===== src/rtl/hpdcache_mshr_mtgt.sv =====
// Fully-associative multi-target MSHR: secondary misses merge into an in-flight line's target list.
// Latency: alloc lookup is combinational, state updates at the next edge; replay starts the cycle after ack.
// Backpressure: alloc stalls on a full table, a full target list or a draining line; a stalled replay holds its outputs.
//
// Ports:
//   clk_i, rst_ni             clock, async active-low reset
//   empty_o, full_o           table occupancy (registered state)
//   alloc_*                   miss request in; ready/primary/id out
//   ack_valid_i/ready_o/id_i  refill acknowledgement for one entry
//   rpl_*                     replayed targets, one per cycle, rpl_last_o on the final one
module hpdcache_mshr_mtgt #(
  parameter  int unsigned NEntries = 4,
  parameter  int unsigned NTargets = 4,
  parameter  int unsigned NlineW   = 26,
  parameter  int unsigned TidW     = 6,
  parameter  int unsigned SidW     = 3,
  parameter  int unsigned WordW    = 3,
  parameter  int unsigned WayW     = 2,
  localparam int unsigned IdW      = (NEntries > 1) ? $clog2(NEntries) : 1,
  localparam int unsigned CntW     = $clog2(NTargets + 1)
) (
  input  logic              clk_i,
  input  logic              rst_ni,
  output logic              empty_o,
  output logic              full_o,
  input  logic              alloc_valid_i,
  output logic              alloc_ready_o,
  input  logic [NlineW-1:0] alloc_nline_i,
  input  logic [TidW-1:0]   alloc_tid_i,
  input  logic [SidW-1:0]   alloc_sid_i,
  input  logic [WordW-1:0]  alloc_word_i,
  input  logic [WayW-1:0]   alloc_victim_way_i,
  input  logic              alloc_need_rsp_i,
  output logic              alloc_primary_o,
  output logic [IdW-1:0]    alloc_id_o,
  input  logic              ack_valid_i,
  output logic              ack_ready_o,
  input  logic [IdW-1:0]    ack_id_i,
  output logic              rpl_valid_o,
  input  logic              rpl_ready_i,
  output logic [NlineW-1:0] rpl_nline_o,
  output logic [TidW-1:0]   rpl_tid_o,
  output logic [SidW-1:0]   rpl_sid_o,
  output logic [WordW-1:0]  rpl_word_o,
  output logic [WayW-1:0]   rpl_way_o,
  output logic              rpl_need_rsp_o,
  output logic              rpl_last_o
);

  typedef struct packed {
    logic [TidW-1:0]  tid;
    logic [SidW-1:0]  sid;
    logic [WordW-1:0] word;
    logic             need_rsp;
  } tgt_t;

  typedef enum logic {IDLE = 1'b0, DRAIN = 1'b1} state_e;

  logic [NEntries-1:0] valid_q, valid_d;
  logic [NEntries-1:0] drain_q, drain_d;
  logic [NlineW-1:0]   nline_q [NEntries];
  logic [NlineW-1:0]   nline_d [NEntries];
  logic [WayW-1:0]     way_q   [NEntries];
  logic [WayW-1:0]     way_d   [NEntries];
  logic [CntW-1:0]     cnt_q   [NEntries];
  logic [CntW-1:0]     cnt_d   [NEntries];
  tgt_t                tgt_q   [NEntries][NTargets];
  tgt_t                tgt_d   [NEntries][NTargets];

  state_e          state_q, state_d;
  logic [IdW-1:0]  ack_id_q, ack_id_d;

  logic            hit, free_found;
  logic [IdW-1:0]  hit_idx, free_idx;
  logic            alloc_fire, ack_fire, pop, rpl_last;
  tgt_t            new_tgt, head_tgt;

  assign empty_o = ~|valid_q;
  assign full_o  = &valid_q;

  // Lookup uses registered valid only, so an entry freed at an edge is reusable one cycle later.
  always_comb begin
    hit        = 1'b0;
    hit_idx    = '0;
    free_found = 1'b0;
    free_idx   = '0;
    for (int i = 0; i < NEntries; i++) begin
      if (valid_q[i] && nline_q[i] == alloc_nline_i) begin
        hit     = 1'b1;
        hit_idx = IdW'(i);
      end
      if (!valid_q[i] && !free_found) begin
        free_found = 1'b1;
        free_idx   = IdW'(i);
      end
    end
  end

  assign alloc_ready_o   = rst_ni & (hit ? (!drain_q[hit_idx] && cnt_q[hit_idx] != CntW'(NTargets))
                                         : free_found);
  assign alloc_primary_o = ~hit;
  assign alloc_id_o      = hit ? hit_idx : free_idx;
  assign alloc_fire      = alloc_valid_i & alloc_ready_o;
  assign new_tgt         = '{tid: alloc_tid_i, sid: alloc_sid_i, word: alloc_word_i,
                             need_rsp: alloc_need_rsp_i};

  assign ack_fire = ack_valid_i & ack_ready_o;
  assign rpl_last = (cnt_q[ack_id_q] == CntW'(1));
  assign pop      = rpl_valid_o & rpl_ready_i;

  // FSM: state register
  always_ff @(posedge clk_i or negedge rst_ni) begin
    if (!rst_ni) begin
      state_q  <= IDLE;
      ack_id_q <= '0;
    end else begin
      state_q  <= state_d;
      ack_id_q <= ack_id_d;
    end
  end

  // FSM: next state. An ack to an invalid entry is consumed without effect.
  always_comb begin
    state_d  = state_q;
    ack_id_d = ack_id_q;
    case (state_q)
      IDLE: begin
        if (ack_fire && valid_q[ack_id_i]) begin
          state_d  = DRAIN;
          ack_id_d = ack_id_i;
        end
      end
      DRAIN: begin
        if (pop && rpl_last) state_d = IDLE;
      end
      default: state_d = IDLE;
    endcase
  end

  // FSM: outputs. Replay fields are forced to zero outside DRAIN.
  always_comb begin
    ack_ready_o    = rst_ni & (state_q == IDLE);
    rpl_valid_o    = (state_q == DRAIN);
    head_tgt       = tgt_q[ack_id_q][0];
    rpl_nline_o    = '0;
    rpl_way_o      = '0;
    rpl_tid_o      = '0;
    rpl_sid_o      = '0;
    rpl_word_o     = '0;
    rpl_need_rsp_o = 1'b0;
    rpl_last_o     = 1'b0;
    if (state_q == DRAIN) begin
      rpl_nline_o    = nline_q[ack_id_q];
      rpl_way_o      = way_q[ack_id_q];
      rpl_tid_o      = head_tgt.tid;
      rpl_sid_o      = head_tgt.sid;
      rpl_word_o     = head_tgt.word;
      rpl_need_rsp_o = head_tgt.need_rsp;
      rpl_last_o     = rpl_last;
    end
  end

  // Entry next state. A merge never targets the draining entry (it is stalled),
  // so append and pop never touch the same target list in one cycle.
  always_comb begin
    valid_d = valid_q;
    drain_d = drain_q;
    nline_d = nline_q;
    way_d   = way_q;
    cnt_d   = cnt_q;
    tgt_d   = tgt_q;
    for (int i = 0; i < NEntries; i++) begin
      if (alloc_fire && alloc_id_o == IdW'(i)) begin
        if (!hit) begin
          valid_d[i]    = 1'b1;
          drain_d[i]    = 1'b0;
          nline_d[i]    = alloc_nline_i;
          way_d[i]      = alloc_victim_way_i;
          cnt_d[i]      = CntW'(1);
          tgt_d[i][0]   = new_tgt;
        end else begin
          for (int t = 0; t < NTargets; t++) begin
            if (CntW'(t) == cnt_q[i]) tgt_d[i][t] = new_tgt;
          end
          cnt_d[i] = cnt_q[i] + CntW'(1);
        end
      end
      if (ack_fire && valid_q[i] && ack_id_i == IdW'(i)) drain_d[i] = 1'b1;
      if (pop && ack_id_q == IdW'(i)) begin
        for (int t = 0; t < NTargets - 1; t++) tgt_d[i][t] = tgt_q[i][t+1];
        cnt_d[i] = cnt_q[i] - CntW'(1);
        if (rpl_last) begin
          valid_d[i] = 1'b0;
          drain_d[i] = 1'b0;
        end
      end
    end
  end

  always_ff @(posedge clk_i or negedge rst_ni) begin
    if (!rst_ni) begin
      valid_q <= '0;
      drain_q <= '0;
      for (int i = 0; i < NEntries; i++) begin
        nline_q[i] <= '0;
        way_q[i]   <= '0;
        cnt_q[i]   <= '0;
        for (int t = 0; t < NTargets; t++) tgt_q[i][t] <= '0;
      end
    end else begin
      valid_q <= valid_d;
      drain_q <= drain_d;
      nline_q <= nline_d;
      way_q   <= way_d;
      cnt_q   <= cnt_d;
      tgt_q   <= tgt_d;
    end
  end

  ack_to_valid_entry: assert property (@(posedge clk_i) disable iff (!rst_ni)
    (ack_valid_i && ack_ready_o) |-> valid_q[ack_id_i]);

endmodule


===== config.mk =====
export PLATFORM = sky130hd
export DESIGN_NAME = hpdcache_mshr_mtgt
export DESIGN_NICKNAME = d
export VERILOG_FILES = /design/src/rtl/hpdcache_mshr_mtgt.sv
export SDC_FILE = /design/constraint.sdc
export NUM_CORES = 1
export LEC_CHECK = 0
export CORE_UTILIZATION = 30
export DETAILED_ROUTE_END_ITERATION = 6
export PLACE_DENSITY = 0.53
export SETUP_SLACK_MARGIN = 0.1
export SLEW_MARGIN = 20
export SYNTH_ARGS = -nofsm -noshare
export SYNTH_HDL_FRONTEND = slang
export SYNTH_SLANG_ARGS = --single-unit

===== constraint.sdc =====
create_clock -name clk_i -period 3.7 [get_ports clk_i]
set_clock_uncertainty 0.2 [all_clocks]
set_input_delay 0.555 -clock clk_i [delete_from_list [all_inputs] [get_ports clk_i]]
set_output_delay 0.555 -clock clk_i [all_outputs]
set_load 0.01 [all_outputs]

==> results.txt <==
* Clock latency at the later pin of the worst-skew pair: 570 ps
- The post-route netlist has 34.6% of its cells at a drive strength greater than 1.
* Yosys warning count: 0
- The synthesized design contains 0 enable-type register cells.
- Library cell with the highest instance count after synthesis: sky130_fd_sc_hd__dfrtp_1
- Based on the critical path, the design can be clocked at up to 267 MHz.
- In this run the core area contains 90 standard-cell rows.
- Maximum count of clock buffers along a single path: 3
- Data on the critical path is required at its endpoint by 2940 ps.
* Top cell type by total area after synthesis: sky130_fd_sc_hd__dfrtp_1
- The critical path in this run is classified as register to output port.
- During placement, the flow inserted port buffers numbering 97.
- Yosys reg bits: 343
- The first global-routing pass estimated 86800 µm of wire.
* Initial Util: 30.5%
* Total nets after synthesis: 1694
* Area of the core: 60600 µm²
* Number of pins with negative max-slew slack in the final report: 0
- Via density per instance: 5.11
- Antenna-violating nets left: 0
- Once detailed placement completed, the half-perimeter wirelength came to 39000 µm.
- For this block, the via count after detailed routing is 13700.
- Relative slew margins: 33.8%
- Setup repair after global routing could not meet its margin everywhere.
- Crit-path max FO: 3
- Max-Cap Viols: 0
- Via count of the first global-routing pass: 14300
* Combined area of all synthesized cells: 18500 µm²
* Netlist cell types: 78
- At the worst endpoint, the arrival time is 2990 ps.
* Layout Cell Area excl Fill: 23800 µm²
* Final hold violation count: 0
- By count the netlist is led by sky130_fd_sc_hd__dfrtp_1, sky130_fd_sc_hd__mux2_2, sky130_fd_sc_hd__nand2_1.
- At the pin with the least slew margin, the transition time is 992 ps.
* Final setup viols: 1
* Combined global-route utilization of all metal layers: 18.0%
- Post-layout minimum cycle time: 3750 ps
* Grt total ovfl: 0
- CTS root buffer: sky130_fd_sc_hd__clkbuf_16
* Drt total wl: 55800 µm
* Htree depth: 2
* Maximum number of pins on one net before global-route repair: 153
* Die Wd: 250 µm
* Result of the run: finished with violations
- Sequential fraction of the synthesis area: 46.5%
* Diodes inserted: 0
- Synth top area share: 46.5%
- Detailed-routing iteration count for the pre-antenna-repair pass: 5
* Height of the die: 250 µm
- Total clock buffers created by CTS: 39
* DRT iter0 DRCs: 872
- In the final design database the tool counted 1945 nets.
- Among all flip-flop cells after synthesis, the most frequent one is sky130_fd_sc_hd__dfrtp_1.
- STA classifies the critical path endpoint as an output port.
* Violated checks: setup timing
- Critical-path cell list: xnor2_2 -> nand4_1 -> or4_4 -> or2_1 -> o2111ai_2 -> o311ai_2 -> buf_4 -> a211oi_2 -> buf_2
- Summing all placed instances gives a cell area of 21800 µm².
* Ranking of synthesized cells by area: sky130_fd_sc_hd__dfrtp_1, sky130_fd_sc_hd__mux2_2, sky130_fd_sc_hd__mux4_2
- During I/O placement, the number of pins put on the boundary was 98.
* Clock tree from TritonCTS: built
* Routed wire per std cell: 20.8 µm
- Placer congestion estimate: 0.911
- Slowest CP cell: sky130_fd_sc_hd__or4_4
- The clock drives 343 sinks.
- Type of the tightest min-delay check: register to register
* Synth Instances: 1622
- Leakage power total: 0.0108 µW
- For this run, the slowest stage of the critical path takes 580 ps.
- Overall power of the completed layout: 17700 µW
- Initial antenna violation count: 0
- Dividing total power by cell area gives a power density of 742 nW/µm².
- Of all flip-flops after synthesis, the portion carrying an async set or reset was 100%.
* Peak VDD IR: 0.369 mV
- STA classifies the critical path startpoint as a register.
- Dividing the final minimum period by the clock period gives 101%.
- Remaining DRCs: 0
- Relative to the synthesized area, the layout overhead comes to 28.7%.
- Once routing completed, OpenROAD measured the worst setup slack at -47.9 ps.
* Die footprint: 62600 µm²
- Average instance area after synthesis: 11.4 µm²
* Clock slew at the register clock pins of the worst setup and hold paths: 60 ps
==> final timing paths <==
check | startpoint | end | slack, ps | cells past startpoint
hold reg to reg | tgt_q[11] | tgt_q[24] | 270 | 2
max in group asynchronous | rst_ni | tgt_q[2] | 1130 | 4
hold / removal | tgt_q[11] | tgt_q[24] | 270 | 2
setup / recovery | nline_q[54] | alloc_ready_o | -50 | 9
setup reg to reg | nline_q[54] | tgt_q[127] | 200 | 12
min in group asynchronous | rst_ni | nline_q[73] | 460 | 3
==> power breakdown <==
| part | total [µW] | internal (µW) | switching, µW |
|---|---|---|---|
| clock network | 4080 | 2430 | 1640 |
| registers | 6010 | 4900 | 1100 |
| logic | 7570 | 4070 | 3500 |
==> routing by layer <==
layer  vias up  routed length, µm  track usage [%]
met5         -                  0                0
li1       6278                  -                -
met2       288              27600             30.5
met1      7056              24800             24.1
met4         0               1470             5.26
met3        90               1920             1.94
==> cell type report <==
class                           count  area (µm²)
Timing Repair Buffer              337        3190
Clock buffer                       53        1130
Tap cell                          782         978
Inverter                           21        83.8
Fill cell                        5894       36800
Clock inverter                     16         214
Multi-Input combinational cell   1131        9580
Sequential cell                   343        8590
==> critical path: cells and delay by family, from the launching register on <==
kind / cells / cell delay [ps]
AOI/OAI and AO/OA: 3 / 530
and+or+nand+nor: 3 / 940
buffers and inverters: 2 / 340
xor gates and xnor gates: 1 / 210
DFF: 1 / 430
==> layout by cell type, fill, tap and decap left out, types with 49 or more instances in the layout <==
| master | Yosys | layout |
|---|---|---|
| sky130_fd_sc_hd__xnor2_1 | 75 | 53 |
| sky130_fd_sc_hd__mux2_1 | 49 | 49 |
| sky130_fd_sc_hd__o21ai_0 | 56 | 56 |
| sky130_fd_sc_hd__nor2_1 | 66 | 65 |
| sky130_fd_sc_hd__mux2_2 | 196 | 196 |
| sky130_fd_sc_hd__dfrtp_1 | 343 | 338 |
| sky130_fd_sc_hd__buf_4 | 8 | 197 |
| sky130_fd_sc_hd__mux2i_1 | 53 | 53 |
| sky130_fd_sc_hd__clkdlybuf4s50_1 | 0 | 68 |
| sky130_fd_sc_hd__nand2_1 | 196 | 196 |
==> metrics by stage <==
stage | instances | util (%) | worst slack, ps | TNS, ps | hold slack [ps]
2_1_floorplan | 1622 | - | 317 | 0 | 59.4
4_1_cts | 2670 | 38.7 | -56.8 | -111 | 278
3_5_place_dp | 2589 | 36.0 | -769 | -121370 | 264
3_3_place_gp | 2589 | 36.0 | -717 | -123020 | 253
5_1_grt | 2683 | 39.2 | -196 | -211 | 290
6_report | 2683 | 39.2 | -47.9 | -47.9 | 272
==> registers in the layout, summed over array words and instances, names as in the netlist <==
name	count
tgt_q	208
nline_q	104
cnt_q	12
way_q	8
drain_q	4
valid_q	4
ack_id_q	2
rpl_valid_o	1
==> logic make-up after synthesis <==
logic type      Yosys count  share of synthesized area [%]
simple gates            463                           12.6
xor+xnor                106                           5.31
mux                     339                           22.8
flops                   343                           46.5
compound gates          199                           7.45
buf+inv                 148                           3.74
fa+ha+maj                24                           1.63
==> timing repair <==
| action | 4_1_cts | 5_1_grt |
|---|---|---|
| cloned | 0 | 2 |
| endpoints found under the setup margin | 114 | 148 |
| setup buffers | 11 | 11 |
| endpoints found under the hold margin | 16 | 0 |
| pin swaps | 19 | 25 |
| hold buffers | 1 | 0 |
| gates resized for setup | 72 | 40 |
Note: power is estimated with default switching activity, not from simulation.
